$ cat src/rtl/serial_adder_pkg.sv
// Shared types and sizing helpers for the bit-serial adder controller.
package serial_adder_pkg;

    typedef enum logic [1:0] {
        IDLE = 2'd0,
        RUN  = 2'd1,
        DONE = 2'd2
    } state_e;

    // Bit counter width; at least one bit so the counter is always a real vector.
    function automatic int cnt_width(input int width);
        return (width > 1) ? $clog2(width) : 1;
    endfunction

endpackage

$ cat src/rtl/full_adder.sv
// One-bit full adder cell, purely combinational.
module full_adder (
    input  logic a,
    input  logic b,
    input  logic cin,
    output logic s,
    output logic cout
);

    assign s    = a ^ b ^ cin;
    assign cout = (a & b) | (a & cin) | (b & cin);

endmodule

$ cat src/rtl/serial_adder_ctrl.sv
// Bit-serial adder: one full_adder reused over WIDTH cycles, LSB first,
// with valid/ready handshakes on operand input and result output.
module serial_adder_ctrl
    import serial_adder_pkg::*;
#(
    parameter int WIDTH = 8
) (
    input  logic             clk,
    input  logic             rst,
    input  logic             in_valid,
    output logic             in_ready,
    input  logic [WIDTH-1:0] a,
    input  logic [WIDTH-1:0] b,
    input  logic             cin,
    output logic             out_valid,
    input  logic             out_ready,
    output logic [WIDTH-1:0] sum,
    output logic             cout,
    output logic             ovf,
    output logic             busy,
    output state_e           dbg_state
);

    localparam int CNT_W = cnt_width(WIDTH);

    // Handshake rule: a transfer happens on a rising edge where valid && ready;
    // valid never depends on ready combinationally on either side.

    state_e             state_q, state_d;
    logic [CNT_W-1:0]   cnt_q, cnt_d;
    logic [WIDTH-1:0]   a_q, a_d;
    logic [WIDTH-1:0]   b_q, b_d;
    logic [WIDTH-1:0]   sh_q, sh_d;
    logic [WIDTH-1:0]   sum_q, sum_d;
    logic               carry_q, carry_d;
    logic               cmsb_q, cmsb_d;
    logic               cout_q, cout_d;
    logic               fa_s, fa_cout;
    logic               last_bit;

    full_adder u_fa (
        .a    (a_q[0]),
        .b    (b_q[0]),
        .cin  (carry_q),
        .s    (fa_s),
        .cout (fa_cout)
    );

    assign last_bit = (cnt_q == CNT_W'(WIDTH - 1));

    always_comb begin
        state_d = state_q;
        cnt_d   = cnt_q;
        a_d     = a_q;
        b_d     = b_q;
        sh_d    = sh_q;
        sum_d   = sum_q;
        carry_d = carry_q;
        cmsb_d  = cmsb_q;
        cout_d  = cout_q;
        case (state_q)
            IDLE: begin
                if (in_valid) begin
                    a_d     = a;
                    b_d     = b;
                    carry_d = cin;
                    cnt_d   = '0;
                    state_d = RUN;
                end
            end
            RUN: begin
                sh_d    = {fa_s, sh_q[WIDTH-1:1]};
                a_d     = a_q >> 1;
                b_d     = b_q >> 1;
                carry_d = fa_cout;
                cnt_d   = cnt_q + CNT_W'(1);
                // Published result only changes here, so it persists through IDLE.
                if (last_bit) begin
                    cmsb_d  = carry_q;
                    sum_d   = {fa_s, sh_q[WIDTH-1:1]};
                    cout_d  = fa_cout;
                    cnt_d   = cnt_q;
                    state_d = DONE;
                end
            end
            DONE: begin
                if (out_ready) begin
                    state_d = IDLE;
                end
            end
            default: state_d = IDLE;
        endcase
    end

    always_ff @(posedge clk or posedge rst) begin
        if (rst) begin
            state_q <= IDLE;
            cnt_q   <= '0;
            a_q     <= '0;
            b_q     <= '0;
            sh_q    <= '0;
            sum_q   <= '0;
            carry_q <= 1'b0;
            cmsb_q  <= 1'b0;
            cout_q  <= 1'b0;
        end else begin
            state_q <= state_d;
            cnt_q   <= cnt_d;
            a_q     <= a_d;
            b_q     <= b_d;
            sh_q    <= sh_d;
            sum_q   <= sum_d;
            carry_q <= carry_d;
            cmsb_q  <= cmsb_d;
            cout_q  <= cout_d;
        end
    end

    assign in_ready  = (state_q == IDLE);
    assign out_valid = (state_q == DONE);
    assign busy      = (state_q == RUN) || (state_q == DONE);
    assign sum       = sum_q;
    assign cout      = cout_q;
    assign ovf       = cmsb_q ^ cout_q;
    assign dbg_state = state_q;

endmodule

$ cat config.mk
export PLATFORM = sky130hd
export DESIGN_NAME = serial_adder_ctrl
export DESIGN_NICKNAME = d
export VERILOG_FILES = /design/src/rtl/serial_adder_pkg.sv /design/src/rtl/full_adder.sv /design/src/rtl/serial_adder_ctrl.sv
export SDC_FILE = /design/constraint.sdc
export NUM_CORES = 1
export LEC_CHECK = 0
export CORE_MARGIN = 10
export CORE_UTILIZATION = 55
export CTS_CLUSTER_SIZE = 14
export DETAILED_ROUTE_END_ITERATION = 8
export PLACE_DENSITY = 0.93
export RECOVER_POWER = 100
export SYNTH_ARGS = -nofsm -noshare
export SYNTH_HDL_FRONTEND = slang
export SYNTH_HIERARCHICAL = 1
export SYNTH_SLANG_ARGS = --single-unit
$ cat constraint.sdc
create_clock -name clk -period 3.5 [get_ports clk]
set_input_delay 0.7 -clock clk [delete_from_list [all_inputs] [get_ports clk]]
set_output_delay 0.7 -clock clk [all_outputs]
set_load 0.01 [all_outputs]
* Word level (Yosys, flattened, before mapping) *
Cells that the tools add are included.

word-level totals
  bits in registers = 40
  input port bits = 21
  output and inout port bits = 15
  logic and storage cells = 45

operators by class
  add/subtract/negate cells = 1
  equality and inequality tests = 7
  multiplexer cells = 13
  bitwise logic cells = 8
  reductions and logical operators = 7

operators by type and width
  operator             count
  $pmux 8 s2           2
  $mux 8               2
  $mux 2               3
  $mux 3               2
  $ne 2x2->1 const B   3
  $pmux 2 s3           1
  $pmux 3 s2           1
  $reduce_and 3->1     2
  $reduce_and 2->1     2
  $add 3x1->3 const B  1
  $and 1x1->1          3
  $eq 3x3->1 const B   1
  $xor 1x1->1          3
  $eq 2x1->1 const B   1
  $eq 2x2->1 const B   1
  $logic_not 2->1      1
  $ne 2x1->1 const B   1
  $or 1x1->1           2
  $pmux 1 s2           1
  $reduce_bool 2->1    1
  $logic_or 1x1->1     1
  $mux 1               1

* Depth between registers and ports, before layout *
Gate-level depths: netlist of run 1.

  depth in word-level cells = 4
  gate-level depth with buffers = 6
  depth with buffers taken out = 5

* Hierarchy *
The synthesis of run 1 kept the hierarchy.

modules (own cells, without submodules)
  module             instances  cells an instance  area an instance (um^2)  seq. area each (um^2)
  serial_adder_ctrl  1          144                1,909.3                  975.9
  full_adder         1          1                  20.0                     0.0

* Worst setup path after synthesis of run 1 *
Ideal clock, no wire load.

  path kind = register -> register
  from = reg state_q[0], in the netlist dbg_state[0]
  to = reg state_q[0], in the netlist dbg_state[0]
  arrival time = 1.549 ns
  slack = 1.825 ns
  stages on the path, launching flop included = 6
  clock period less this slack = 1.675 ns
  path through = dfrtp_1 -> inv_1 -> ha_1 -> and2b_4 -> a221oi_4 -> mux2_4

between the ends
  longest elaborated chain between the ends = 3
  elaborated cells on any way between the ends = 8

RTL lines
  what                               RTL line                  text
  start: declaration                 serial_adder_ctrl.sv:29   state_e state_q, state_d;
  start signal: assignment           serial_adder_ctrl.sv:107  state_q <= state_d;
  $logic_not 2->1 (*)                -
  net in_ready                       serial_adder_ctrl.sv:11   output logic in_ready,
  $ne 2x2->1 (no source line)        -
  $reduce_and 3->1 (no source line)  -

Mark *: on every way through the listed nets, which the timed path passes. The rest lies on a longest branch.
A chain may end at the register's enable or synchronous reset.

* Final worst setup path of run 1 *
  from = reg state_q[1], in the netlist dbg_state[1]
  to = out in_ready

between the ends
  longest elaborated chain between the ends = 1

RTL lines
  what              RTL line                  text
  $logic_not 2->1   serial_adder_ctrl.sv:119  assign in_ready = (state_q == IDLE);
  end: declaration  serial_adder_ctrl.sv:11

Every way passes these cells.

==> metrics.txt, run 1 <==
# TYPE chip_impl_metric gauge
chip_impl_metric{name="clock_skew",unit="ns"} 0.00789
chip_impl_metric{name="num_antenna_cells",unit=""} 0
chip_impl_metric{name="antenna_found_initial",unit=""} 0
chip_impl_metric{name="numCtsBuffers",unit=""} 5
chip_impl_metric{name="ir_drop",unit="mV"} 0.603
chip_impl_metric{name="routedWlPerCell",unit="µm"} 16.6
chip_impl_metric{name="chipHeight",unit="µm"} 79.2
chip_impl_metric{name="asyncSetResetFlopFracSynth",unit=""} 1.00
chip_impl_metric{name="final-seq-area",unit="µm²"} 976
chip_impl_metric{name="post_cts_hold_buffer_count",unit=""} 0
chip_impl_metric{name="syn_nets",unit=""} 173
chip_impl_metric{name="area_growth",unit="%"} 15.5
chip_impl_metric{name="path_buf_inv",unit=""} 2
chip_impl_metric{name="power.share.sequential",unit=""} 0.425
chip_impl_info{name="min_from",value="a_q[5]"} 1
chip_impl_info{name="grt_setup_unrepaired",value="false"} 1
chip_impl_metric{name="synth_adder_area_share",unit=""} 0.0493
chip_impl_metric{name="combinationalPowerShare",unit=""} 0.453
chip_impl_metric{name="ys_types",unit=""} 26
chip_impl_metric{name="summed_instance_area_of_the_synthesized_netlist",unit="µm²"} 1930
chip_impl_metric{name="place.gp.congestion",unit=""} 0.778
chip_impl_metric{name="area_of_the_multi_input_gates",unit="µm²"} 768
chip_impl_metric{name="power_density",unit="nW/µm²"} 814
chip_impl_metric{name="globalRouteTotalUtil",unit=""} 0.129
chip_impl_metric{name="final-setup-viol-count",unit=""} 0
chip_impl_info{name="launching_point_of_the_worst_reg2reg_path",value="dbg_state[1]"} 1
chip_impl_metric{name="synth-edff-count",unit=""} 0
chip_impl_metric{name="grt_pass1_vias",unit=""} 1339
chip_impl_metric{name="synth-xor-area-share",unit=""} 0.00454
chip_impl_metric{name="total_switching_power",unit="µW"} 677
chip_impl_info{name="dominant_combinational_cell_family_by_area_after_synthesis",value="multiplexers"} 1
chip_impl_metric{name="io_buffers",unit=""} 35
chip_impl_metric{name="die_x",unit="µm"} 79.2
chip_impl_metric{name="hold_slack",unit="ns"} 0.497
chip_impl_metric{name="layout-drive-gt1-share",unit=""} 0.115
chip_impl_metric{name="reg2reg_slack",unit="ns"} 1.16
chip_impl_metric{name="setup-tns-final",unit="ns"} 0
chip_impl_metric{name="core",unit="µm²"} 3360
chip_impl_metric{name="global_route.overflow_total",unit=""} 0
chip_impl_metric{name="grt_start_max_net_pins",unit=""} 38
chip_impl_metric{name="count_of_final_max_slew_check_failures",unit=""} 0
chip_impl_metric{name="clkLatencyLatePin",unit="ns"} 0.34
chip_impl_metric{name="yosys-mux-area-fraction",unit=""} 0.224
chip_impl_metric{name="synth_seq_area_share",unit=""} 0.506
chip_impl_info{name="endpoint_kind_of_the_worst_setup_timing_path",value="primary output"} 1
chip_impl_metric{name="dpl_cell_area",unit="µm²"} 2270
chip_impl_metric{name="worst_slew_pin_slew",unit="ns"} 0.838
chip_impl_info{name="worst_hold_path.endpoint",value="a_q[5]"} 1
chip_impl_metric{name="leakage",unit="µW"} 0.00106
chip_impl_info{name="critical_path.cell_chain",value="inv_1 -> ha_1 -> dlygate4sd3_1"} 1
chip_impl_info{name="postSynth.topFlopCell",value="sky130_fd_sc_hd__dfrtp_1"} 1
chip_impl_metric{name="cts.path.max_buffers",unit=""} 2
chip_impl_metric{name="yosys.area_share.simple",unit=""} 0.0733
chip_impl_metric{name="routed-via-count",unit=""} 1203
chip_impl_metric{name="drt_drc_violations_left",unit=""} 0
chip_impl_metric{name="cts.repair.resized",unit=""} 0
chip_impl_metric{name="cts.htree.levels",unit=""} 2
chip_impl_metric{name="drtAntennaViolNets",unit=""} 0
chip_impl_metric{name="post_drt_via_cell_ratio",unit=""} 5.25
chip_impl_metric{name="period_utilisation_layout",unit=""} 0.729
chip_impl_metric{name="dp.final_hpwl",unit="mm"} 2.94
chip_impl_metric{name="rr_worst_depth",unit=""} 4
chip_impl_metric{name="clock-sinks",unit=""} 39
chip_impl_info{name="worst_r2r_endpoint",value="sum[6]"} 1
chip_impl_info{name="clk_root_buffer_cell",value="sky130_fd_sc_hd__clkbuf_4"} 1
chip_impl_metric{name="timing.critical_path.arrival",unit="ns"} 1.85
chip_impl_metric{name="syn_inst",unit=""} 145
chip_impl_info{name="layout.cells.most_common",value="sky130_fd_sc_hd__dfrtp_1"} 1
chip_impl_metric{name="drv_cap",unit=""} 0
chip_impl_metric{name="achievable-frequency",unit="GHz"} 0.392
chip_impl_metric{name="first_iter_violations",unit=""} 93
chip_impl_metric{name="hold-path-cell-count",unit=""} 2
chip_impl_metric{name="worst_path_largest_cell_delay",unit="ns"} 0.65
chip_impl_metric{name="initial_core_util",unit=""} 0.574
chip_impl_info{name="cp-start-kind",value="flop"} 1
chip_impl_info{name="run_status",value="complete, no violations"} 1
chip_impl_metric{name="maxSlewHeadroom",unit=""} 0.429
chip_impl_metric{name="p_clk_frac",unit=""} 0.121
chip_impl_metric{name="synth.yosys.warnings",unit=""} 6
chip_impl_metric{name="first_pass_iters",unit=""} 4
chip_impl_info{name="critPathKind",value="reg2out"} 1
chip_impl_metric{name="synth_compound_gate_area_share",unit=""} 0.0908
chip_impl_info{name="layout.cells.most_common_list",value="sky130_fd_sc_hd__dfrtp_1 (39), sky130_fd_sc_hd__nand2_1 (21), sky130_fd_sc_hd__o21ai_0 (19), sky130_fd_sc_hd__clkdlybuf4s50_1 (19), sky130_fd_sc_hd__dlygate4sd3_1 (16)"} 1
chip_impl_metric{name="postCtsSetupBuffers",unit=""} 0
chip_impl_metric{name="ys_seq_elements",unit=""} 39
chip_impl_info{name="crit_path_top_delay_cell",value="sky130_fd_sc_hd__dlygate4sd3_1"} 1
chip_impl_metric{name="clk_pin_slew_worst_setup_hold_paths",unit="ns"} 0.11
chip_impl_metric{name="finalHoldViolations",unit=""} 0
chip_impl_metric{name="required_arrival_time_at_the_worst_endpoint",unit="ns"} 2.80
chip_impl_metric{name="fin_crit",unit="ns"} 2.55
chip_impl_metric{name="p_int",unit="µW"} 1140
chip_impl_metric{name="layout.nets",unit=""} 210
chip_impl_metric{name="dp.cells",unit=""} 221
chip_impl_metric{name="layout.cell_area.non_filler",unit="µm²"} 2230
chip_impl_metric{name="filler_cell_count",unit=""} 290
chip_impl_metric{name="syn_area_per_cell",unit="µm²"} 13.3
chip_impl_metric{name="global_route_wire_length_before_repair",unit="mm"} 6.40
chip_impl_metric{name="design.portCount",unit=""} 36
chip_impl_info{name="hold_class",value="reg2reg"} 1
chip_impl_metric{name="path_max_fanout",unit=""} 4
chip_impl_metric{name="core.rowCount",unit=""} 21
chip_impl_metric{name="instances_no_fill",unit=""} 229
chip_impl_metric{name="power.share.switching",unit=""} 0.373
chip_impl_metric{name="wl",unit="mm"} 3.80
chip_impl_metric{name="dieArea",unit="µm²"} 6280
chip_impl_info{name="tritoncts",value="yes"} 1
chip_impl_info{name="path_delay_family",value="buffers and inverters"} 1
==> worst reg2reg max path: cells and delay by family, from the launching register on <==
family	cells	cell delay [ns]
flip-flops	1	0.43
AND/OR/NAND/NOR	1	0.50
buffers and inverters	1	0.12
multiplexers	1	0.46
adder cells (fa/ha/maj)	1	0.71
==> power by group through the flow <==
stage               sequential (µW)  clock, µW  combinational [µW]
detailed placement              790          0                 959
CTS                             780        228                 966
floorplan                       764          0                 752
finish                          772        220                 822
global placement                768          0                 887
global route                    799        246                 915
==> worst max-delay path by stage <==
stage | start | slack [ns] | cells after the start | endpoint
finish | dbg_state[1] | 0.95 | 3 | in_ready
global route | dbg_state[0] | 0.84 | 3 | in_ready
CTS | dbg_state[0] | 0.97 | 3 | in_ready
detailed placement | in_valid | 1.17 | 3 | cnt_q[2]
global placement | in_valid | 1.27 | 3 | cnt_q[1]
floorplan | dbg_state[0] | 1.83 | 5 | dbg_state[0]
==> stage by stage <==
step	utilization	worst slack [ns]	total power (µW)
2_1_floorplan	-	1.83	1520
3_3_place_gp	0.676	1.27	1650
3_5_place_dp	0.676	1.17	1750
4_1_cts	0.690	0.970	1970
5_1_grt	0.663	0.841	1960
6_report	0.663	0.950	1810
==> area by class of cell <==
| cell class | count | share of cell area |
|---|---|---|
| Multi-Input combinational cell | 94 | 0.345 |
| Timing Repair Buffer | 37 | 0.161 |
| Clock buffer | 7 | 0.0202 |
| Inverter | 5 | 0.00842 |
| Clock inverter | 1 | 0.00225 |
| Sequential cell | 39 | 0.438 |
| Tap cell | 46 | 0.0258 |
==> registers in the layout (all words and copies together) (netlist names) <==
signal / cells
cmsb_q: 1
sum: 8
dbg_state: 2
a_q: 8
cout: 1
cnt_q: 3
carry_q: 1
b_q: 8
sh_q: 7
==> cells in the mapped netlist, types with 2 or more instances <==
cell / n / share of area
sky130_fd_sc_hd__buf_6: 2 / 0.012
sky130_fd_sc_hd__mux2_1: 2 / 0.012
sky130_fd_sc_hd__a22o_1: 3 / 0.014
sky130_fd_sc_hd__dfrtp_1: 39 / 0.51
sky130_fd_sc_hd__mux2_4: 12 / 0.093
sky130_fd_sc_hd__mux2_2: 5 / 0.029
sky130_fd_sc_hd__nand2b_1: 2 / 0.0065
sky130_fd_sc_hd__nand2b_2: 2 / 0.0091
sky130_fd_sc_hd__buf_4: 2 / 0.0078
sky130_fd_sc_hd__nand2_1: 20 / 0.039
sky130_fd_sc_hd__inv_1: 4 / 0.0078
sky130_fd_sc_hd__ha_1: 6 / 0.039
sky130_fd_sc_hd__o21ai_1: 11 / 0.029
sky130_fd_sc_hd__mux2i_1: 15 / 0.078
sky130_fd_sc_hd__buf_12: 2 / 0.021
sky130_fd_sc_hd__o21ai_0: 3 / 0.0078
sky130_fd_sc_hd__o21ai_2: 6 / 0.027
==> cells by family after synthesis <==
logic type               Yosys count
XOR/XNOR                           1
adder cells (fa/ha/maj)            7
flip-flops                        39
AO/OA/AOI/OAI                     24
multiplexers                      35
AND/OR/NAND/NOR                   27
buffers and inverters             12
==> metal layers <==
| layer | wire, µm | global-route usage | share of wire | up-vias |
|---|---|---|---|---|
| met5 | 0 | 0 | 0 | - |
| met4 | 100 | 0.0591 | 0.026 | 0 |
| met3 | 285 | 0.0619 | 0.075 | 9 |
| met2 | 1920 | 0.221 | 0.51 | 38 |
| met1 | 1490 | 0.130 | 0.39 | 583 |
| li1 | - | - | - | 573 |
Power figures use the tool's default switching activity.
==> run 2, diff against run 1 <==
Settings changed: CORE_UTILIZATION 55 to 51, PLACE_DENSITY 0.93 to 0.87.
Clock period 3.5 ns to 2.5 ns, I/O delays scaled along.
==> metrics.txt, run 2 (synthesis gave the netlist of run 1 again) <==
# TYPE chip_impl_metric gauge
chip_impl_metric{name="hold_slack",unit="ns"} 0.483
chip_impl_metric{name="clk_pin_slew_worst_setup_hold_paths",unit="ns"} 0.08
chip_impl_metric{name="ir_drop",unit="mV"} 0.740
chip_impl_metric{name="routed-via-count",unit=""} 1217
chip_impl_metric{name="dp.final_hpwl",unit="mm"} 2.89
chip_impl_metric{name="final-setup-viol-count",unit=""} 0
chip_impl_metric{name="place.gp.congestion",unit=""} 0.735
chip_impl_metric{name="area_growth",unit="%"} 20.2
chip_impl_metric{name="numCtsBuffers",unit=""} 5
chip_impl_info{name="layout.cells.most_common_list",value="sky130_fd_sc_hd__dfrtp_1 (39), sky130_fd_sc_hd__nand2_1 (21), sky130_fd_sc_hd__clkdlybuf4s50_1 (19)"} 1
chip_impl_info{name="path_delay_family",value="buffers and inverters"} 1
chip_impl_metric{name="dieArea",unit="µm²"} 6640
chip_impl_metric{name="chipHeight",unit="µm"} 81.5
chip_impl_metric{name="globalRouteTotalUtil",unit=""} 0.119
chip_impl_metric{name="finalHoldViolations",unit=""} 0
chip_impl_info{name="grt_setup_unrepaired",value="false"} 1
chip_impl_info{name="startpoint",value="dbg_state[0]"} 1
chip_impl_metric{name="routedWlPerCell",unit="µm"} 16.2
chip_impl_metric{name="initial_core_util",unit=""} 0.527
chip_impl_metric{name="count_of_final_max_slew_check_failures",unit=""} 0
chip_impl_metric{name="timing.critical_path.arrival",unit="ns"} 1.69
chip_impl_metric{name="worst_path_largest_cell_delay",unit="ns"} 0.63
chip_impl_info{name="hold_class",value="reg2reg"} 1
chip_impl_metric{name="core",unit="µm²"} 3660
chip_impl_info{name="run_status",value="complete, no violations"} 1
chip_impl_metric{name="power_density",unit="nW/µm²"} 1210
chip_impl_metric{name="core.rowCount",unit=""} 22
chip_impl_metric{name="clock_skew",unit="ns"} 0.00832
chip_impl_metric{name="required_arrival_time_at_the_worst_endpoint",unit="ns"} 2.00
chip_impl_metric{name="cts.repair.resized",unit=""} 0
chip_impl_info{name="launching_point_of_the_worst_reg2reg_path",value="dbg_state[1]"} 1
chip_impl_info{name="layout.cells.most_common",value="sky130_fd_sc_hd__dfrtp_1"} 1
chip_impl_metric{name="clock-sinks",unit=""} 39
chip_impl_metric{name="clkLatencyLatePin",unit="ns"} 0.29
chip_impl_metric{name="cp_num_cells",unit=""} 3
chip_impl_info{name="critPathCapture",value="in_ready"} 1
chip_impl_metric{name="grt_pass1_vias",unit=""} 1288
chip_impl_info{name="tritoncts",value="yes"} 1
chip_impl_metric{name="global_route_wire_length_before_repair",unit="mm"} 6.05
chip_impl_metric{name="layout-drive-gt1-share",unit=""} 0.145
chip_impl_info{name="worst_r2r_endpoint",value="a_q[0]"} 1
chip_impl_metric{name="cts.htree.levels",unit=""} 2
chip_impl_metric{name="postCtsSetupBuffers",unit=""} 0
chip_impl_metric{name="worst_slew_pin_slew",unit="ns"} 0.763
chip_impl_metric{name="rr_worst_depth",unit=""} 5
chip_impl_info{name="cp-start-kind",value="flop"} 1
chip_impl_metric{name="cts.path.max_buffers",unit=""} 2
chip_impl_metric{name="wl",unit="mm"} 3.79
chip_impl_metric{name="io_buffers",unit=""} 35
chip_impl_metric{name="achievable-frequency",unit="GHz"} 0.457
chip_impl_metric{name="first_pass_iters",unit=""} 4
chip_impl_metric{name="drtAntennaViolNets",unit=""} 0
chip_impl_metric{name="antenna_found_initial",unit=""} 0
chip_impl_metric{name="fin_crit",unit="ns"} 2.19
chip_impl_metric{name="leakage",unit="µW"} 0.00112
chip_impl_metric{name="design.portCount",unit=""} 36
chip_impl_metric{name="grt_start_max_net_pins",unit=""} 20
chip_impl_info{name="critical_path.cell_chain",value="inv_1 -> ha_1 -> dlygate4sd3_1"} 1
chip_impl_metric{name="first_iter_violations",unit=""} 92
chip_impl_metric{name="die_x",unit="µm"} 81.5
chip_impl_metric{name="drt_drc_violations_left",unit=""} 0
chip_impl_info{name="endpoint_kind_of_the_worst_setup_timing_path",value="primary output"} 1
chip_impl_metric{name="post_drt_via_cell_ratio",unit=""} 5.20
chip_impl_metric{name="period_utilisation_layout",unit=""} 0.875
chip_impl_info{name="crit_path_top_delay_cell",value="sky130_fd_sc_hd__dlygate4sd3_1"} 1
chip_impl_metric{name="global_route.overflow_total",unit=""} 0
chip_impl_info{name="clk_root_buffer_cell",value="sky130_fd_sc_hd__clkbuf_8"} 1
chip_impl_metric{name="path_max_fanout",unit=""} 5
chip_impl_metric{name="layout.nets",unit=""} 213
chip_impl_metric{name="reg2reg_slack",unit="ns"} 0.42
chip_impl_metric{name="hold-path-cell-count",unit=""} 2
chip_impl_metric{name="maxSlewHeadroom",unit=""} 0.492
chip_impl_metric{name="setup-tns-final",unit="ns"} 0
chip_impl_metric{name="drv_cap",unit=""} 0
chip_impl_metric{name="num_antenna_cells",unit=""} 0
chip_impl_metric{name="path_buf_inv",unit=""} 2
chip_impl_metric{name="post_cts_hold_buffer_count",unit=""} 0
chip_impl_info{name="critPathKind",value="reg2out"} 1
[run 2: tightest hold or removal path: stages, from the launching register on]
cell and delay [ns]:
sky130_fd_sc_hd__dfrtp_1 0.34, sky130_fd_sc_hd__nand2_1 0.05, sky130_fd_sc_hd__o21ai_0 0.06
[run 2: metal layers]
metal  up-vias  GRT usage  routed length [µm]
li1        576          -                   -
met1       601      0.118                1390
met2        35      0.224                2100
met3         5     0.0328                 215
met4         0     0.0571                  78
met5         -          0                   0
[run 2: final cells by class]
type,instances,area (µm²)
flip-flops and latches,39,976
clock buffers,6,82.6
clock inverters,2,35.0
inverters,5,18.8
well taps,48,60.1
fillers,288,1340
repair buffers,40,378
multi-input cells,94,768
[run 2: report_power, final]
part	internal (µW)	switching, µW
registers	903	173
logic	606	582
clock network	323	220
total	1830	976
[run 2: how the worst min path moves through the flow]
stage	start	slack, ns	endpoint
finish	b_q[5]	0.48	b_q[5]
global route	b_q[1]	0.51	b_q[1]
CTS	a_q[2]	0.49	a_q[2]
detailed placement	a_q[2]	0.47	a_q[2]
global placement	a_q[4]	0.46	a_q[4]
floorplan	a_q[1]	0.45	a_q[1]
[run 2: metrics by stage]
| step | setup slack [ns] | std cells | power [µW] | instance area [µm²] | utilization |
|---|---|---|---|---|---|
| global route | 0.223 | 234 | 3000 | 2320 | 0.633 |
| detailed placement | 0.559 | 226 | 2470 | 2300 | 0.627 |
| floorplan | 0.825 | 145 | 2120 | 1930 | - |
| finish | 0.313 | 234 | 2810 | 2320 | 0.633 |
| CTS | 0.284 | 234 | 3020 | 2410 | 0.660 |
| global placement | 0.590 | 226 | 2370 | 2300 | 0.627 |
